**config.mk**
```make
export PLATFORM = sky130hd
export DESIGN_NAME = i4003_loader
export DESIGN_NICKNAME = d
export VERILOG_FILES = /design/src/rtl/i4003_loader.sv
export SDC_FILE = /design/constraint.sdc
export NUM_CORES = 1
export LEC_CHECK = 0
export CORE_MARGIN = 2
export CORE_UTILIZATION = 40
export CTS_CLUSTER_DIAMETER = 80
export DETAILED_ROUTE_END_ITERATION = 10
export PLACE_DENSITY = 0.64
export SETUP_SLACK_MARGIN = 0.3
export SKIP_LAST_GASP = 1
export SLEW_MARGIN = 10
export SYNTH_ARGS = -nofsm -noshare
export SYNTH_HDL_FRONTEND = slang
export SYNTH_SLANG_ARGS = --single-unit
```
**constraint.sdc**
```tcl
create_clock -name clk -period 2.3 [get_ports clk]
set_clock_uncertainty 0.15 [all_clocks]
set_input_delay 0.46 -clock clk [delete_from_list [all_inputs] [get_ports clk]]
set_output_delay 0.46 -clock clk [all_outputs]
set_load 0.1 [all_outputs]
```
**src/rtl/i4003_loader.sv**
```systemverilog
// -----------------------------------------------------------------------------
// i4003_loader
//   Serialises a parallel word into one (NBITS=10) or two cascaded (NBITS=20)
//   4003-style shift registers. Each bit is presented on sr_data for a LOW phase
//   of DIV clk cycles, then clocked in by a HIGH phase of DIV cycles on sr_cp.
//   The MSB is sent first, so after the load the register chain's parallel
//   output bit i equals wr_data[i]. sr_e is held low while shifting and raised
//   once the word is complete.
//
//   Optional feature: define I4003_LOADER_LOOPBACK_CHECK_EN to compare the
//   returned serial stream (sr_sout) against a shadow of the last completed
//   word and raise a sticky err on mismatch. Without it err is tied to 0.
//
// Parameters
//   NBITS    word length in bits (>= 2)
//   DIV      clk cycles per sr_cp half-period (1..255)
// Ports
//   clk      system clock, rising edge
//   rst_n    asynchronous active-low reset
//   wr_valid / wr_ready / wr_data   word hand-off, accepted when both high
//   sr_cp / sr_data / sr_e          shift clock, serial data, output enable
//   sr_sout  serial output returned from the last register in the chain
//   busy     load in progress (LOW, HIGH, FIN)
//   done     one-cycle pulse in the FIN cycle
//   err      sticky loopback mismatch flag
// -----------------------------------------------------------------------------
module i4003_loader #(
    parameter int unsigned NBITS = 10,
    parameter int unsigned DIV   = 4
) (
    input  logic             clk,
    input  logic             rst_n,
    input  logic             wr_valid,
    output logic             wr_ready,
    input  logic [NBITS-1:0] wr_data,
    output logic             sr_cp,
    output logic             sr_data,
    output logic             sr_e,
    input  logic             sr_sout,
    output logic             busy,
    output logic             done,
    output logic             err
);

    localparam int unsigned   DW       = (DIV > 1) ? $clog2(DIV) : 1;
    localparam int unsigned   BW       = (NBITS > 1) ? $clog2(NBITS) : 1;
    localparam logic [DW-1:0] DIV_LAST = DW'(DIV - 1);
    localparam logic [BW-1:0] BIT_LAST = BW'(NBITS - 1);

    typedef enum logic [1:0] {IDLE, LOW, HIGH, FIN} state_t;

    state_t           r_state;
    state_t           w_state_nxt;
    logic [DW-1:0]    r_div_cnt;
    logic [DW-1:0]    w_div_cnt_nxt;
    logic [BW-1:0]    r_bit_cnt;
    logic [BW-1:0]    w_bit_cnt_nxt;
    logic [NBITS-1:0] r_word;
    logic             r_sr_cp;
    logic             r_sr_data;
    logic             r_sr_e;
    logic             w_accept;
    logic             w_phase_end;
    logic             w_to_low;

    assign w_accept    = wr_valid && (r_state == IDLE);
    assign w_phase_end = (r_div_cnt == DIV_LAST);

    always_comb begin
        w_state_nxt   = r_state;
        w_div_cnt_nxt = r_div_cnt;
        w_bit_cnt_nxt = r_bit_cnt;
        w_to_low      = 1'b0;
        case (r_state)
            IDLE: begin
                if (wr_valid) begin
                    w_state_nxt   = LOW;
                    w_div_cnt_nxt = '0;
                    w_bit_cnt_nxt = '0;
                end
            end
            LOW: begin
                if (w_phase_end) begin
                    w_state_nxt   = HIGH;
                    w_div_cnt_nxt = '0;
                end else begin
                    w_div_cnt_nxt = r_div_cnt + 1'b1;
                end
            end
            HIGH: begin
                if (w_phase_end) begin
                    w_div_cnt_nxt = '0;
                    if (r_bit_cnt == BIT_LAST) begin
                        w_state_nxt = FIN;
                    end else begin
                        w_state_nxt   = LOW;
                        w_bit_cnt_nxt = r_bit_cnt + 1'b1;
                        w_to_low      = 1'b1;
                    end
                end else begin
                    w_div_cnt_nxt = r_div_cnt + 1'b1;
                end
            end
            FIN:     w_state_nxt = IDLE;
            default: w_state_nxt = IDLE;
        endcase
    end

    // r_word is rotated once per bit sent (once at accept, once per HIGH->LOW),
    // so its MSB is always the next bit and it is back to the original word
    // by the FIN cycle, where the shadow copy can take it.
    always_ff @(posedge clk or negedge rst_n) begin
        if (!rst_n) begin
            r_state   <= IDLE;
            r_div_cnt <= '0;
            r_bit_cnt <= '0;
            r_word    <= '0;
            r_sr_cp   <= 1'b0;
            r_sr_data <= 1'b0;
            r_sr_e    <= 1'b0;
        end else begin
            r_state   <= w_state_nxt;
            r_div_cnt <= w_div_cnt_nxt;
            r_bit_cnt <= w_bit_cnt_nxt;
            // Registered from next state so the shift clock is glitch-free.
            r_sr_cp   <= (w_state_nxt == HIGH);
            if (w_accept) begin
                r_sr_data <= wr_data[NBITS-1];
                r_word    <= {wr_data[NBITS-2:0], wr_data[NBITS-1]};
                r_sr_e    <= 1'b0;
            end else if (w_to_low) begin
                r_sr_data <= r_word[NBITS-1];
                r_word    <= {r_word[NBITS-2:0], r_word[NBITS-1]};
            end
            if (w_state_nxt == FIN) begin
                r_sr_e <= 1'b1;
            end
        end
    end

`ifdef I4003_LOADER_LOOPBACK_CHECK_EN
    // Before pulse k the chain's serial output still carries bit NBITS-1-k of
    // the previously completed word, which the shadow holds.
    logic [NBITS-1:0] r_shadow;
    logic             r_err;
    logic [BW-1:0]    w_chk_idx;

    assign w_chk_idx = BIT_LAST - r_bit_cnt;

    always_ff @(posedge clk or negedge rst_n) begin
        if (!rst_n) begin
            r_shadow <= '0;
            r_err    <= 1'b0;
        end else begin
            if (r_state == FIN) begin
                r_shadow <= r_word;
            end
            if ((r_state == LOW) && w_phase_end && (sr_sout != r_shadow[w_chk_idx])) begin
                r_err <= 1'b1;
            end
        end
    end

    assign err = r_err;
`else
    logic w_unused_sout;
    assign w_unused_sout = sr_sout;
    assign err           = 1'b0;
`endif

    assign wr_ready = (r_state == IDLE);
    assign busy     = (r_state != IDLE);
    assign done     = (r_state == FIN);
    assign sr_cp    = r_sr_cp;
    assign sr_data  = r_sr_data;
    assign sr_e     = r_sr_e;

endmodule

```
# ---- Yosys cells after proc, flatten, opt, wreduce, memory -nomap -nowiden
# Cells that the tools add are included.
dict set report word_totals {
  regBits 21
  input_bits 14
  output_inout_bits 7
  elab_cells 50
}
dict set report op_classes {
  add_sub_neg 2
  n_eq_ne 10
  n_mux 21
  n_reduce_logical 10
}
# operator n
set ops {}
lappend ops {{$mux 10} 2}
lappend ops {{$mux 2} 6}
lappend ops {{$mux 4} 3}
lappend ops {{$eq 2x2->1 const B} 5}
lappend ops {{$reduce_bool 2->1} 5}
lappend ops {{$pmux 2 s4} 1}
lappend ops {{$pmux 4 s2} 1}
lappend ops {{$mux 1} 7}
lappend ops {{$ne 2x2->1 const B} 3}
lappend ops {{$add 4x1->4 const B} 1}
lappend ops {{$eq 4x4->1 const B} 1}
lappend ops {{$pmux 2 s2} 1}
lappend ops {{$reduce_and 4->1} 1}
lappend ops {{$add 2x1->2 const B} 1}
lappend ops {{$eq 2x1->1 const B} 1}
lappend ops {{$logic_not 2->1} 1}
lappend ops {{$reduce_and 2->1} 1}
lappend ops {{$reduce_or 2->1} 1}
lappend ops {{$logic_and 1x1->1} 1}

# ---- Logic depth before layout (Yosys ltp)
dict set report logic_depth {
  word_depth 6
  mapped_depth 7
  ltp_nobuf 6
}

# ---- Worst setup path before layout
# No wires, ideal clock.
dict set report synth_path {
  path_type {register to register}
  from {register r_state[1]}
  to {register r_bit_cnt[3]}
  setup_ns 0.127
  t_arrival_ns 2.549
  path_slack_ns -0.526
  path_stages_with_launch 6
  period_less_slack_ns 2.826
  cell_sequence {dfrtp_1 > inv_1 > ha_1 > clkbuf_1 > inv_1 > a221o_1}
}
dict set report synth_between {
  elab_chain_cells 3
  elab_cells_between_ends 8
  cone_classes {eq/ne (4); mux (1); reduce/logical (3)}
}
# item line
set synth_lines {}
lappend synth_lines {{start: declaration} 52} ;# state_t r_state;
lappend synth_lines {{start signal: assignment} 122} ;# r_state <= w_state_nxt;
lappend synth_lines {{$logic_not 2->1 *} --}
lappend synth_lines {{named net wr_ready} 34} ;# output logic wr_ready,
lappend synth_lines {{$ne 2x2->1 (no source line) / $reduce_bool 2->1 (equally long branches)} --}
lappend synth_lines {{$reduce_and 4->1 (no source line)} --}
lappend synth_lines {{end signal: assignment} 124} ;# r_bit_cnt <= w_bit_cnt_nxt;
lappend synth_lines {{end: declaration} 56} ;# logic [BW-1:0] r_bit_cnt;
# Mark *: on every way through the listed nets, which the timed path passes. The rest lies on a longest branch.
# A chain may end at the register's enable or synchronous reset.

# ---- Worst setup path in the final report
dict set report layout_path {
  from {register r_state[0]}
  to {output port busy}
}
dict set report layout_between {
  elab_chain_cells 1
}
# item line
set layout_lines {}
lappend layout_lines {{$reduce_bool 2->1} 172} ;# assign busy = (r_state != IDLE);
lappend layout_lines {{end: declaration} 40} ;# output logic busy,
# No other way between the ends.

==> impl_metrics.tcl <==
set metrics [dict create \
    syn_avg_cell_area_um2 10.04 \
    tns_ps 0 \
    power.density_nw_per_um2 1509 \
    ys_ff_latch 20 \
    final.setup.worst_slack_ps 345.7 \
    syn-num-nets 140 \
    status "complete, no violations" \
    die_area_um2 3413 \
    drt_pass1_iterations 4 \
    min_period_over_period 0.8497 \
    irDropWorstVdd_mv 1.032 \
    synth_top_area_cell "dfrtp_1" \
    final_area_um2 1598 \
    p_int_uw 1319 \
    pwr-share-comb 0.614 \
    reg2reg_from "r_state[0]" \
    grt_pass1_vias 922 \
    slowest_stage "dfrtp_1" \
    nets 169 \
    dpl.hpwl_um 1722 \
    power_leakage_uw 0.0006679 \
    via_count 943 \
    hold_path_class "in2async" \
    cts_made_buffers 3 \
    synth_top_area_frac 0.4224 \
    cts_max_level 1 \
    area_growth_pct 34.85 \
    initial_utilization 0.4260 \
    place_ws_ps 239.3 \
    hold_viol 0 \
    num_rows 19 \
    cts_tree "yes" \
    final_cell_mix "19 x dfrtp_1, 16 x nand2_1, 13 x o21ai_0" \
    core_area_um2 2781 \
    io_pins 21 \
    crit_fanout 4 \
    max_freq_mhz 511.7 \
    crit_path_end_kind "output port" \
    cp-start-kind "register" \
    die_height_um 58.43 \
    drv_cap 0 \
    portBuffers 18 \
    routedWlPerCell_um 14.02 \
    grt_max_degree 21 \
    worstSetupPathType "reg2out" \
    antenna_left 0 \
    clock_sinks 20 \
    seq_area_frac_synth 0.4224 \
    swShare 0.4529 \
    gp_congestion 0.8026 \
    placed_area_um2 1438 \
    wl_met3_um 90 \
    crit_chain "inv_2 > ha_4 > clkinvlp_4 > buf_12" \
    max_stage_delay_ps 440 \
    routed_wl_um 2482 \
    path_clk_slew_ps 110 \
    cp_top_family "flip-flops" \
    seq_power_share 0.270 \
    p_clk_frac 0.117 \
    yosys_warnings 0 \
    synth_area_leaders "dfrtp_1 42%, mux2i_1 10%, ha_1 8.4%, o21ai_0 5.5%, nand2_1 5.1%" \
    crit_buf_inv 3 \
    cts_max_path_buffers 2 \
    cts_root_buf "clkbuf_4" \
    wl_met1_um 1108 \
    grt_pass1_wl_um 3967 \
    cp.arrival_ps 1340 \
    layout_commonest_cell "dfrtp_1" \
    dieWidth_um 58.43 \
    synthesis.area_um2 1185 \
    drv_slew 0 \
    n_antenna_cell 0 \
    dr.max_layer_used "met4" \
    drc 0 \
    grtUsageTotal 0.1525 \
    viasPerCell 5.328 \
    drive_gt1_frac 0.2534 \
    grt_antenna_before_repair 0 \
    clock_latency_ps 300 \
    drt_iter0_drc 21 \
    setup_viol 0 \
    dr_wl_met2_um 1264 \
    grt.overflow.total 0 \
    ys_types 37 \
    critPathRequiredTime_ps 1690 \
    syn_inst 118 \
    power.switching_uw 1092 \
    hold_ws_ps 335.0 \
    rsz0062_at_grt "false" \
    crit_path_start "r_state[0]" \
    min_period_ps 1954 \
]
-- state kept, by name, indices dropped and copies added, names as in the netlist --
signal     count
r_word        10
r_bit_cnt      4
r_div_cnt      2
r_state        2
sr_cp          1
sr_e           1
-- cell usage after synthesis --
cell       number
a21o_1          1
inv_1           5
buf_6           1
nand2b_1        3
nand2_2         1
a2bb2oi_1       1
mux2_2          1
a22o_1          1
nand3_1         1
nand3b_1        1
conb_1          1
nor2b_1         3
clkbuf_1        3
a21oi_1         1
a21boi_0        1
dfrtp_1        20
nand2_1        16
clkbuf_2        1
a211oi_1        2
inv_2           1
o21ai_0        13
o22ai_1         2
and2b_2         1
and2_1          1
a31oi_4         1
a32o_1          2
a22oi_1         1
mux2i_1        12
or4_4           1
a221o_1         1
ha_1            8
nor3_1          1
o2111ai_1       1
buf_4           1
o21bai_4        1
a41oi_1         1
nor2_1          5
-- logic make-up (layout without fill, tap and decap cells) --
logic type,count (synthesis),in the layout,share of synthesized area
DFF,20,20,0.4224
adders and majority gates,8,8,0.08448
and+or+nand+nor,34,34,0.1405
AOI/OAI and AO/OA,30,30,0.1901
buffers and inverters,12,40,0.04857
muxes,13,13,0.1109
other,1,1,0.003165
-- final timing paths --
path                                      to  slack, ps  cells after the start
max in group asynchronous         r_state[1]       1440                      2
worst max register to register  r_bit_cnt[3]        350                      6
min in group clk                        sr_e        370                      1
worst min register to register          sr_e        370                      1
worst min-delay path            r_bit_cnt[3]        340                      2
worst max-delay path                    busy        350                      4
-- repair_timing --
action,in CTS,in global routing
gates resized for setup,1,5
setup endpoints to repair,2,13
hold buffers,0,0
pin swaps,1,1
setup buffers,3,5
-- cell type report --
cell class                      count  area [µm²]
Inverter                            6       26.28
Timing Repair Buffer               30       321.6
Sequential cell                    20       501.7
Tap cell                           31       38.79
Clock inverter                      1       30.03
Multi-Input combinational cell     86       656.9
Fill cell                         247        1184
Clock buffer                        3       22.52
-- stage by stage --
step                power [µW]  std cells    util
CTS                       2308        172  0.5493
finish                    2412        177  0.5744
global route              2570        177  0.5744
global placement          1901        165  0.5169
detailed placement        1935        165  0.5169
floorplan                 1621        118       -
-- metal layers --
layer,global-route usage,vias up
met5,0,-
met4,0.06312,0
met3,0.03516,4
met2,0.2648,20
met1,0.1804,450
li1,-,469
-- worst register-to-register path, stage by stage, from the launching register on --
cell,delay [ps]
dfrtp_1,440
inv_2,120
ha_4,180
nand2_2,100
or4_4,440
mux2i_1,140
a221o_1,270
-- power by group through the flow --
stage               sequential [µW]  clock, µW  combinational, µW
global route                    675        305               1590
CTS                             644        297               1370
detailed placement              650          0               1280
global placement                642          0               1260
finish                          651        281               1480
floorplan                       771          0                850
(Power assumes the default switching activity.)
